## src/rtl/dispatch_ctrl_pkg.sv

```systemverilog
// Shared constants for the dispatch credit controller.
// Default structure sizes, credit width helpers and FSM state encoding.
package dispatch_ctrl_pkg;

    localparam int unsigned DCTRL_RS_SIZE  = 16;
    localparam int unsigned DCTRL_LSB_SIZE = 16;
    localparam int unsigned DCTRL_ROB_SIZE = 16;

    // Counter width able to hold every value 0..size inclusive
    function automatic int unsigned dctrl_credit_w(input int unsigned size);
        return $clog2(size + 1);
    endfunction

    typedef enum logic {
        DCTRL_RUN   = 1'b0,
        DCTRL_FLUSH = 1'b1
    } dctrl_state_e;

endpackage

```

## src/rtl/dispatch_credit_ctr.sv

```systemverilog
// Saturating free-slot counter for one back-end structure.
// take consumes a slot, give returns one, restore refills to SIZE.
module dispatch_credit_ctr
    import dispatch_ctrl_pkg::*;
#(
    parameter int unsigned SIZE = 16
) (
    input  logic                             clk_i,
    input  logic                             rst_i,
    input  logic                             en_i,
    input  logic                             take_i,
    input  logic                             give_i,
    input  logic                             restore_i,
    output logic [$clog2(SIZE+1)-1:0]        count_o
);

    localparam int unsigned W = $clog2(SIZE + 1);
    localparam logic [W-1:0] FULL = W'(SIZE);

    logic [W-1:0] count_q;
    logic [W-1:0] count_d;

    // Next credit: restore wins, take+give cancel, give saturates at FULL
    always_comb begin
        count_d = count_q;
        if (restore_i) begin
            count_d = FULL;
        end else if (take_i && !give_i) begin
            count_d = count_q - W'(1);
        end else if (give_i && !take_i && (count_q != FULL)) begin
            count_d = count_q + W'(1);
        end
    end

    // Credit register, frozen while the global enable is low
    always_ff @(posedge clk_i) begin
        if (rst_i) begin
            count_q <= FULL;
        end else if (en_i) begin
            count_q <= count_d;
        end
    end

    assign count_o = count_q;

endmodule

```

## src/rtl/dispatch_ctrl.sv

```systemverilog
// Credit-based issue controller beside the dispatch stage.
// Tracks free RS/LSB/ROB slots, emits registered dispatch pulses and a
// combinational fetch stall; a flush refills all credits.
// Optional: DISPATCH_CTRL_PERF_EN adds the stall_cycles counter output.
module dispatch_ctrl
    import dispatch_ctrl_pkg::*;
#(
    parameter int unsigned RS_SIZE  = DCTRL_RS_SIZE,
    parameter int unsigned LSB_SIZE = DCTRL_LSB_SIZE,
    parameter int unsigned ROB_SIZE = DCTRL_ROB_SIZE
) (
    input  logic                              clk_in,
    input  logic                              rst_in,
    input  logic                              rdy_in,
    input  logic                              dec_valid,
    input  logic                              dec_is_mem,
    input  logic                              rs_release,
    input  logic                              lsb_release,
    input  logic                              rob_commit,
    input  logic                              flush,
    output logic                              fetch_stall,
    output logic                              issue_rs,
    output logic                              issue_lsb,
    output logic                              issue_rob,
    output logic [$clog2(RS_SIZE+1)-1:0]      rs_credit,
    output logic [$clog2(LSB_SIZE+1)-1:0]     lsb_credit,
    output logic [$clog2(ROB_SIZE+1)-1:0]     rob_credit
`ifdef DISPATCH_CTRL_PERF_EN
    ,
    output logic [31:0]                       stall_cycles
`endif
);

    dctrl_state_e state_q;
    logic         issue_rs_q;
    logic         issue_lsb_q;
    logic         issue_rob_q;

    logic can_issue;
    logic fire;
    logic in_run;

    assign in_run    = (state_q == DCTRL_RUN);
    assign can_issue = dec_valid & (rob_credit != '0) &
                       (dec_is_mem ? (lsb_credit != '0) : (rs_credit != '0));
    assign fire      = rdy_in & in_run & ~flush & can_issue;

    assign fetch_stall = rst_in | ~in_run | flush | (dec_valid & ~can_issue);

    // Releases arriving in the FLUSH cycle are dropped; credits are already full
    dispatch_credit_ctr #(.SIZE(RS_SIZE)) u_rs_ctr (
        .clk_i     (clk_in),
        .rst_i     (rst_in),
        .en_i      (rdy_in),
        .take_i    (fire & ~dec_is_mem),
        .give_i    (rs_release & in_run),
        .restore_i (flush),
        .count_o   (rs_credit)
    );

    dispatch_credit_ctr #(.SIZE(LSB_SIZE)) u_lsb_ctr (
        .clk_i     (clk_in),
        .rst_i     (rst_in),
        .en_i      (rdy_in),
        .take_i    (fire & dec_is_mem),
        .give_i    (lsb_release & in_run),
        .restore_i (flush),
        .count_o   (lsb_credit)
    );

    dispatch_credit_ctr #(.SIZE(ROB_SIZE)) u_rob_ctr (
        .clk_i     (clk_in),
        .rst_i     (rst_in),
        .en_i      (rdy_in),
        .take_i    (fire),
        .give_i    (rob_commit & in_run),
        .restore_i (flush),
        .count_o   (rob_credit)
    );

    // Control FSM with registered one-cycle issue pulses
    always_ff @(posedge clk_in) begin
        if (rst_in) begin
            state_q     <= DCTRL_RUN;
            issue_rs_q  <= 1'b0;
            issue_lsb_q <= 1'b0;
            issue_rob_q <= 1'b0;
        end else if (!rdy_in) begin
            issue_rs_q  <= 1'b0;
            issue_lsb_q <= 1'b0;
            issue_rob_q <= 1'b0;
        end else begin
            issue_rob_q <= fire;
            issue_rs_q  <= fire & ~dec_is_mem;
            issue_lsb_q <= fire & dec_is_mem;
            state_q     <= flush ? DCTRL_FLUSH : DCTRL_RUN;
        end
    end

    assign issue_rs  = issue_rs_q;
    assign issue_lsb = issue_lsb_q;
    assign issue_rob = issue_rob_q;

`ifdef DISPATCH_CTRL_PERF_EN
    logic [31:0] stall_cycles_q;

    // Saturating count of enabled cycles where a valid instruction is held back
    always_ff @(posedge clk_in) begin
        if (rst_in) begin
            stall_cycles_q <= '0;
        end else if (rdy_in && fetch_stall && dec_valid && in_run &&
                     (stall_cycles_q != '1)) begin
            stall_cycles_q <= stall_cycles_q + 32'd1;
        end
    end

    assign stall_cycles = stall_cycles_q;
`endif

endmodule

```

## config.mk

```make
export PLATFORM = sky130hd
export DESIGN_NAME = dispatch_ctrl
export DESIGN_NICKNAME = d
export VERILOG_FILES = /design/src/rtl/dispatch_ctrl_pkg.sv /design/src/rtl/dispatch_credit_ctr.sv /design/src/rtl/dispatch_ctrl.sv
export SDC_FILE = /design/constraint.sdc
export NUM_CORES = 1
export LEC_CHECK = 0
export CAP_MARGIN = 25
export CELL_PAD_IN_SITES_DETAIL_PLACEMENT = 0
export CELL_PAD_IN_SITES_GLOBAL_PLACEMENT = 1
export CORE_MARGIN = 1.5
export CORE_UTILIZATION = 40
export CTS_BUF_LIST = sky130_fd_sc_hd__clkbuf_8
export DETAILED_ROUTE_END_ITERATION = 8
export GPL_TIMING_DRIVEN = 0
export PLACE_DENSITY_LB_ADDON = 0.1
export SLEW_MARGIN = 15
export SYNTH_ARGS = -nofsm -noshare
export SYNTH_HDL_FRONTEND = slang
export SYNTH_SLANG_ARGS = --single-unit
```

## constraint.sdc

```tcl
create_clock -name clk_in -period 3.7 [get_ports clk_in]
set_input_delay 0.925 -clock clk_in [delete_from_list [all_inputs] [get_ports clk_in]]
set_output_delay 0.925 -clock clk_in [all_outputs]
set_load 0.03 [all_outputs]
```

==> run metrics, run 1 <==
status complete, no violations; H-tree depth 1; Syn Nets 198; post-synth cell types 54; vias in the first global route 1473; synthesis-stage register bit count 19; CP Cell Sequence clkdlybuf4s50_1 > clkbuf_4 > nor3_1 > or2_2 > o21ai_0 > nand3b_1 > dlygate4sd2_1; clock sink count 19; Psw 0.1267 mW; Arr. time, crit path 2.65 ns; RSZ-0062 raised after global routing false; CTS Buf Count 3; worst min path class flop to flop; pwr/cell area 237.5 nW/um^2; reg2reg start u_rs_ctr.count_o[2]; Die Wd 63.81 microns; initial core utilization 0.4297; final wirelength 4193 microns; number of synthesized flops with an enable pin 0; Critical path origin dec_is_mem; r2r worst-path depth 12; RePlAce Congestion 0.8165; IO Port Bufs 27; detailed-route via count 1521; reg2reg setup slack 0.68 ns; worst reg2reg endpoint u_rob_ctr.count_o[4]; clk slew on worst S/H paths 0.08 ns; Slew Limit Headroom 0.5995; number of max-cap violations 0; asr flop ratio synth 0; register area share after synthesis 0.2572; largest net degree at the start of global routing 11; first-pass GRT wire length 6975 microns; CP Capture Type output pin; crit path to fetch_stall; design area 1856 sq um; dpl cell area 1807 sq um; die area 4071 sq um; leak pwr 0.7448 nW; yosys warns 0; io pins 28; # hold bufs at CTS 0; Internal 0.3140 mW; Diodes inserted 0; # DRC 0; later-pin clock latency in the skew report 0.26 ns; Tmin final 3.578 ns; final core occ 0.5391; Slew Limit Fails 0; root buf cell clkbuf_8; gr usage total 0.2172; Nets 230; Synth area leaders dfxtp_1 (26%), ha_1 (5.9%), nor2_1 (4.6%); Crit path required time 2.77 ns; post-synth top area share 0.2572; row cnt 21; DP HPWL 3138 microns; Routed WL per cell 16.25 microns; Max Fclk 279.5 MHz; post-CTS setup buffer count 0; Final Skew 0.004464 ns; number of DRC markers in iteration 0 106; layout cells sized above 1 0.1038; slowest CP cell clkdlybuf4s50_1; filler cell count 359; Setup TNS 0 ns; peak fanout along the critical path 10; Setup Crit Path Kind input port to output pin; # setup viols final 0; Mapped Area 1479 sq um; worst vdd ir 0.1660 mV; antenna violations before repair 0; CP max stage delay 0.48 ns; synth-to-layout area growth 25.47%; vias per cell 5.895; Final period util 0.9671; die height 63.81 microns; Seq pwr share 0.479; Core ar. 3442 sq um; Worst-Margin Slew 0.6008 ns; CTS Buffer Depth 2; Synth area leader dfxtp_1; 1st-pass router iterations 4; CTS tree done; Logic pwr share 0.176; switching share of power 0.2875; Final Power 0.4407 mW; grt ovf 0; clock share of power 0.345; Mapped Cells 181; startpoint types input port; Post-Syn Area per Cell 8.171 sq um; final count of hold timing violations 0; ys flop type dfxtp_1; antenna-violating nets left 0
==> routing by layer <==
metal | track usage | wire length, microns
met5 | 0 | 0
met4 | 0.09511 | 84
met3 | 0.03697 | 172
met2 | 0.3659 | 2042
met1 | 0.2704 | 1894
==> worst min-delay path by stage <==
| stage | startpoint | to | cells past startpoint |
|---|---|---|---|
| after floorplan | state_q | state_q | 2 |
| final | u_lsb_ctr.count_o[3] | u_lsb_ctr.count_o[3] | 2 |
| after global routing | u_lsb_ctr.count_o[3] | u_lsb_ctr.count_o[3] | 2 |
| after global placement | u_lsb_ctr.count_o[3] | u_lsb_ctr.count_o[3] | 2 |
| after detailed placement | u_lsb_ctr.count_o[3] | u_lsb_ctr.count_o[3] | 2 |
| after CTS | u_lsb_ctr.count_o[3] | u_lsb_ctr.count_o[3] | 2 |
==> critical path: cells and delay by family <==
kind	cells	cell delay [ns]
buf+inv	3	1.04
simple gates	3	0.50
compound gates	1	0.17
==> cell usage in the layout, fill, tap and decap left out, drive strengths merged, types with 3 or more instances in the layout <==
master | netlist | final
a21oi | 8 | 8
nor4 | 3 | 3
nor3b | 3 | 3
a31oi | 4 | 4
xor2 | 3 | 3
clkbuf | 7 | 10
inv | 11 | 12
dfxtp | 19 | 19
o21ai | 5 | 5
clkdlybuf4s50 | 0 | 25
nand2 | 10 | 10
o32ai | 3 | 3
mux2i | 6 | 6
o311ai | 3 | 3
nor2b | 3 | 3
ha | 7 | 7
nor2 | 18 | 18
nor3 | 10 | 10
o31ai | 8 | 8
nand2b | 6 | 6
buf | 4 | 4
or4 | 8 | 8
==> cell type report <==
type	count	area [sq um]	share of cell area
buffer	11	65.06	0.03506
multi-input combinational	139	989.7	0.5334
tap	46	57.56	0.03102
clock buffer	3	41.29	0.02225
inverter	12	50.05	0.02697
clock inverter	1	3.754	0.002023
timing repair buffer	27	267.8	0.1443
sequential	19	380.4	0.2050
==> power groups by stage <==
stage	Clock [mW]	Combinational, mW	Sequential, mW
3_3_place_gp	0	0.0760	0.216
4_1_cts	0.153	0.0771	0.211
6_report	0.152	0.0776	0.211
3_5_place_dp	0	0.0775	0.216
5_1_grt	0.163	0.0847	0.212
2_1_floorplan	0	0.0436	0.220
==> cell usage after synthesis (2+ instances only) <==
cell type,instances
dfxtp_1,19
nor2_1,18
inv_1,11
nand2_1,9
nor3_1,9
a21oi_1,8
clkbuf_1,7
ha_1,7
o31ai_1,7
mux2i_1,6
nand2b_1,6
or4_1,5
a31oi_1,4
o21ai_0,4
nor2b_1,3
nor4_1,3
o32ai_1,3
or4_4,3
xor2_1,3
a21o_1,2
buf_6,2
nand3_1,2
nand4b_1,2
nor3b_1,2
o211a_1,2
o21a_1,2
o311ai_1,2
o31a_1,2
or2_2,2
xnor2_1,2
==> state kept, by name, summed over array words and instances (netlist names) <==
signal / count
issue_rob: 1
issue_lsb: 1
u_lsb_ctr.count_o: 5
u_rob_ctr.count_o: 5
issue_rs: 1
u_rs_ctr.count_o: 5
state_q: 1
==> stage by stage <==
step / hold slack, ns / worst slack (ns) / instances
after floorplan: 0.5119 / 0.4289 / 181
after global placement: 0.5262 / -0.2665 / 254
after detailed placement: 0.5352 / -0.3558 / 254
after CTS: 0.5499 / 0.09613 / 258
after global routing: 0.5699 / 0.007317 / 258
final: 0.5429 / 0.1218 / 258
==> logic make-up after synthesis <==
| family | share of synthesized area |
|---|---|
| multiplexers | 0.04822 |
| AO/OA/AOI/OAI | 0.2293 |
| buffers and inverters | 0.07530 |
| adder cells (fa/ha/maj) | 0.07276 |
| flip-flops | 0.2572 |
| AND/OR/NAND/NOR | 0.2877 |
| XOR/XNOR | 0.02962 |
==> what timing repair did <==
item                       CTS  global route
gates resized for setup      3             3
setup endpoints to repair    3             2
pin swaps                    0             1
No activity file was read; power rests on OpenSTA's default activity.
==> run 2, diff against run 1 <==
--- a/config.mk
+++ b/config.mk
@@ -14,6 +14,7 @@
 export DETAILED_ROUTE_END_ITERATION = 8
 export GPL_TIMING_DRIVEN = 0
 export PLACE_DENSITY_LB_ADDON = 0.1
+export RECOVER_POWER = 25
 export SLEW_MARGIN = 15
 export SYNTH_ARGS = -nofsm -noshare
 export SYNTH_HDL_FRONTEND = slang
==> run 2 against run 1 <==
Against the previous run: final cell count is the same; sequential share of layout area is the same; first-iteration DRC count is the same; cell area is the same; core utilization is the same; combinational power shrank 0.8%; clock power is essentially flat; hold slack is essentially flat; via count is essentially flat; global-route usage is the same; fmax is essentially flat; largest power group unchanged; highest routed layer unchanged.
==> run metrics, run 2 (synthesis gave the netlist of run 1 again) <==
sequential standard cell area 380.4 sq um (unchanged); r2r worst-path depth 12 (unchanged); reg2reg setup slack 0.69 ns (was 0.68 ns); CP Capture Type output pin (unchanged); IO Port Bufs 27 (unchanged); worst reg2reg endpoint u_rob_ctr.count_o[4] (unchanged); worst min path class flop to flop (unchanged); pwr/cell area 237.2 nW/um^2 (was 237.5 nW/um^2); die height 63.81 microns (unchanged); # DRC 0 (unchanged); Slew Limit Fails 0 (unchanged); status complete, no violations (unchanged); die area 4071 sq um (unchanged); clock share of power 0.345 (about the same); later-pin clock latency in the skew report 0.26 ns (about the same); most frequent cells in the layout dfxtp_1 (19), nor2_1 (18), clkdlybuf4s50_1 (18) (was clkdlybuf4s50_1 (25), dfxtp_1 (19), nor2_1 (18)); clock sink count 19 (unchanged); Arr. time, crit path 2.65 ns (about the same); DP HPWL 3138 microns (unchanged); crit path to fetch_stall (unchanged); Nets 230 (unchanged); hold_ws 0.5429 ns (about the same); Logic pwr share 0.175 (was 0.176); Die Wd 63.81 microns (unchanged); number of max-cap violations 0 (unchanged); CTS Buf Count 3 (unchanged); Crit path required time 2.77 ns (about the same); synth-to-layout area growth 25.47% (unchanged); io pins 28 (unchanged); row cnt 21 (unchanged); CTS tree done (unchanged); first-pass GRT wire length 6975 microns (unchanged); RSZ-0062 raised after global routing false (unchanged); commonest non-fill, non-tap cell in the layout dfxtp_1 (was clkdlybuf4s50_1); # setup viols final 0 (unchanged); filler cell count 359 (unchanged); vias per cell 5.899 (was 5.895); clk slew on worst S/H paths 0.08 ns (about the same); Slew Limit Headroom 0.5998 (was 0.5995); Max Fclk 279.4 MHz (was 279.5 MHz); design area 1856 sq um (unchanged); Internal 0.3134 mW (was 0.3140 mW); Setup Crit Path Kind input port to output pin (unchanged); Core ar. 3442 sq um (unchanged); CTS Buffer Depth 2 (unchanged); Final period util 0.9672 (was 0.9671); root buf cell clkbuf_8 (unchanged); Final Skew 0.004553 ns (was 0.004464 ns); RePlAce Congestion 0.8165 (unchanged); peak fanout along the critical path 10 (unchanged); Diodes inserted 0 (unchanged); gr usage total 0.2172 (unchanged); detailed-route via count 1522 (was 1521); layout cells sized above 1 0.1038 (unchanged); final wirelength 4190 microns (was 4193 microns); Final Power 0.4400 mW (was 0.4407 mW); Tmin final 3.579 ns (was 3.578 ns); final count of hold timing violations 0 (unchanged); H-tree depth 1 (unchanged); Routed WL per cell 16.24 microns (was 16.25 microns); initial core utilization 0.4297 (unchanged); Worst-Margin Slew 0.6003 ns (was 0.6008 ns); 1st-pass router iterations 4 (unchanged); Psw 0.1266 mW (was 0.1267 mW); leak pwr 0.7648 nW (was 0.7448 nW); dpl cell area 1807 sq um (unchanged); pre-CTS setup slack -0.3558 ns (unchanged); number of DRC markers in iteration 0 106 (unchanged); antenna-violating nets left 0 (unchanged); Final Worst Setup Slack 0.1212 ns (was 0.1218 ns); Seq pwr share 0.480 (was 0.479); largest net degree at the start of global routing 11 (unchanged); antenna violations before repair 0 (unchanged); worst vdd ir 0.1659 mV (was 0.1660 mV); reg2reg start u_rs_ctr.count_o[2] (unchanged); vias in the first global route 1473 (unchanged); Multi-input gate area 989.7 sq um (unchanged); switching share of power 0.2878 (was 0.2875); startpoint types input port (unchanged); grt ovf 0 (unchanged); Critical path origin dec_is_mem (unchanged)
## run 2: per-stage QoR
step           cells    util  setup TNS, ns
6_report         258  0.5391              0
5_1_grt          258  0.5391              0
4_1_cts          258  0.5376              0
2_1_floorplan    181       -              0
3_3_place_gp     254  0.5249        -0.7248
3_5_place_dp     254  0.5249         -1.065
## run 2: power groups by stage
stage / Sequential, mW / Combinational [mW] / Clock (mW)
after floorplan: 0.220 / 0.0436 / 0
after global placement: 0.216 / 0.0760 / 0
after detailed placement: 0.216 / 0.0775 / 0
after CTS: 0.211 / 0.0771 / 0.153
after global routing: 0.212 / 0.0841 / 0.163
final: 0.211 / 0.0770 / 0.152
## run 2: final cells by class
| type | instances | area share |
|---|---|---|
| multi-input combinational | 139 | 0.5334 |
| sequential | 19 | 0.2050 |
| timing repair buffer | 27 | 0.1443 |
| buffer | 11 | 0.03506 |
| tap | 46 | 0.03102 |
| inverter | 12 | 0.02697 |
| clock buffer | 3 | 0.02225 |
| clock inverter | 1 | 0.002023 |
## run 2: critical path, stage by stage
cell and delay (ns):
clkdlybuf4s50_1 0.48, clkbuf_4 0.19, nor3_1 0.08, or2_2 0.30, o21ai_0 0.17, nand3b_1 0.12
dlygate4sd2_1 0.37
## run 2: worst min path at each step
stage / start / to / slack [ns] / depth (start not counted)
final: u_lsb_ctr.count_o[3] / u_lsb_ctr.count_o[3] / 0.54 / 2
after global routing: u_lsb_ctr.count_o[3] / u_lsb_ctr.count_o[3] / 0.57 / 2
after CTS: u_lsb_ctr.count_o[3] / u_lsb_ctr.count_o[3] / 0.55 / 2
after detailed placement: u_lsb_ctr.count_o[3] / u_lsb_ctr.count_o[3] / 0.54 / 2
after global placement: u_lsb_ctr.count_o[3] / u_lsb_ctr.count_o[3] / 0.53 / 2
after floorplan: state_q / state_q / 0.51 / 2
## run 2: repair_timing
item	4_1_cts	5_1_grt
setup buffers	0	0
hold buffers	0	0
pin swaps	0	1
resized for setup	3	3
gates cloned	0	0
setup endpoints to repair	3	2
## run 2: per-layer routing
layer,wire (microns),GRT usage,part of all wire
met1,1891,0.2704,0.45
met5,0,0,0
met3,172,0.03697,0.041
met4,84,0.09511,0.020
met2,2042,0.3659,0.49
==> run 3, diff against run 2 <==
--- a/config.mk
+++ b/config.mk
@@ -5,7 +5,6 @@
 export SDC_FILE = /design/constraint.sdc
 export NUM_CORES = 1
 export LEC_CHECK = 0
-export CAP_MARGIN = 25
 export CELL_PAD_IN_SITES_DETAIL_PLACEMENT = 0
 export CELL_PAD_IN_SITES_GLOBAL_PLACEMENT = 1
 export CORE_MARGIN = 1.5
==> results of run 3 <==
Same layout as run 2: the final DEF is identical, and so are final timing and power.
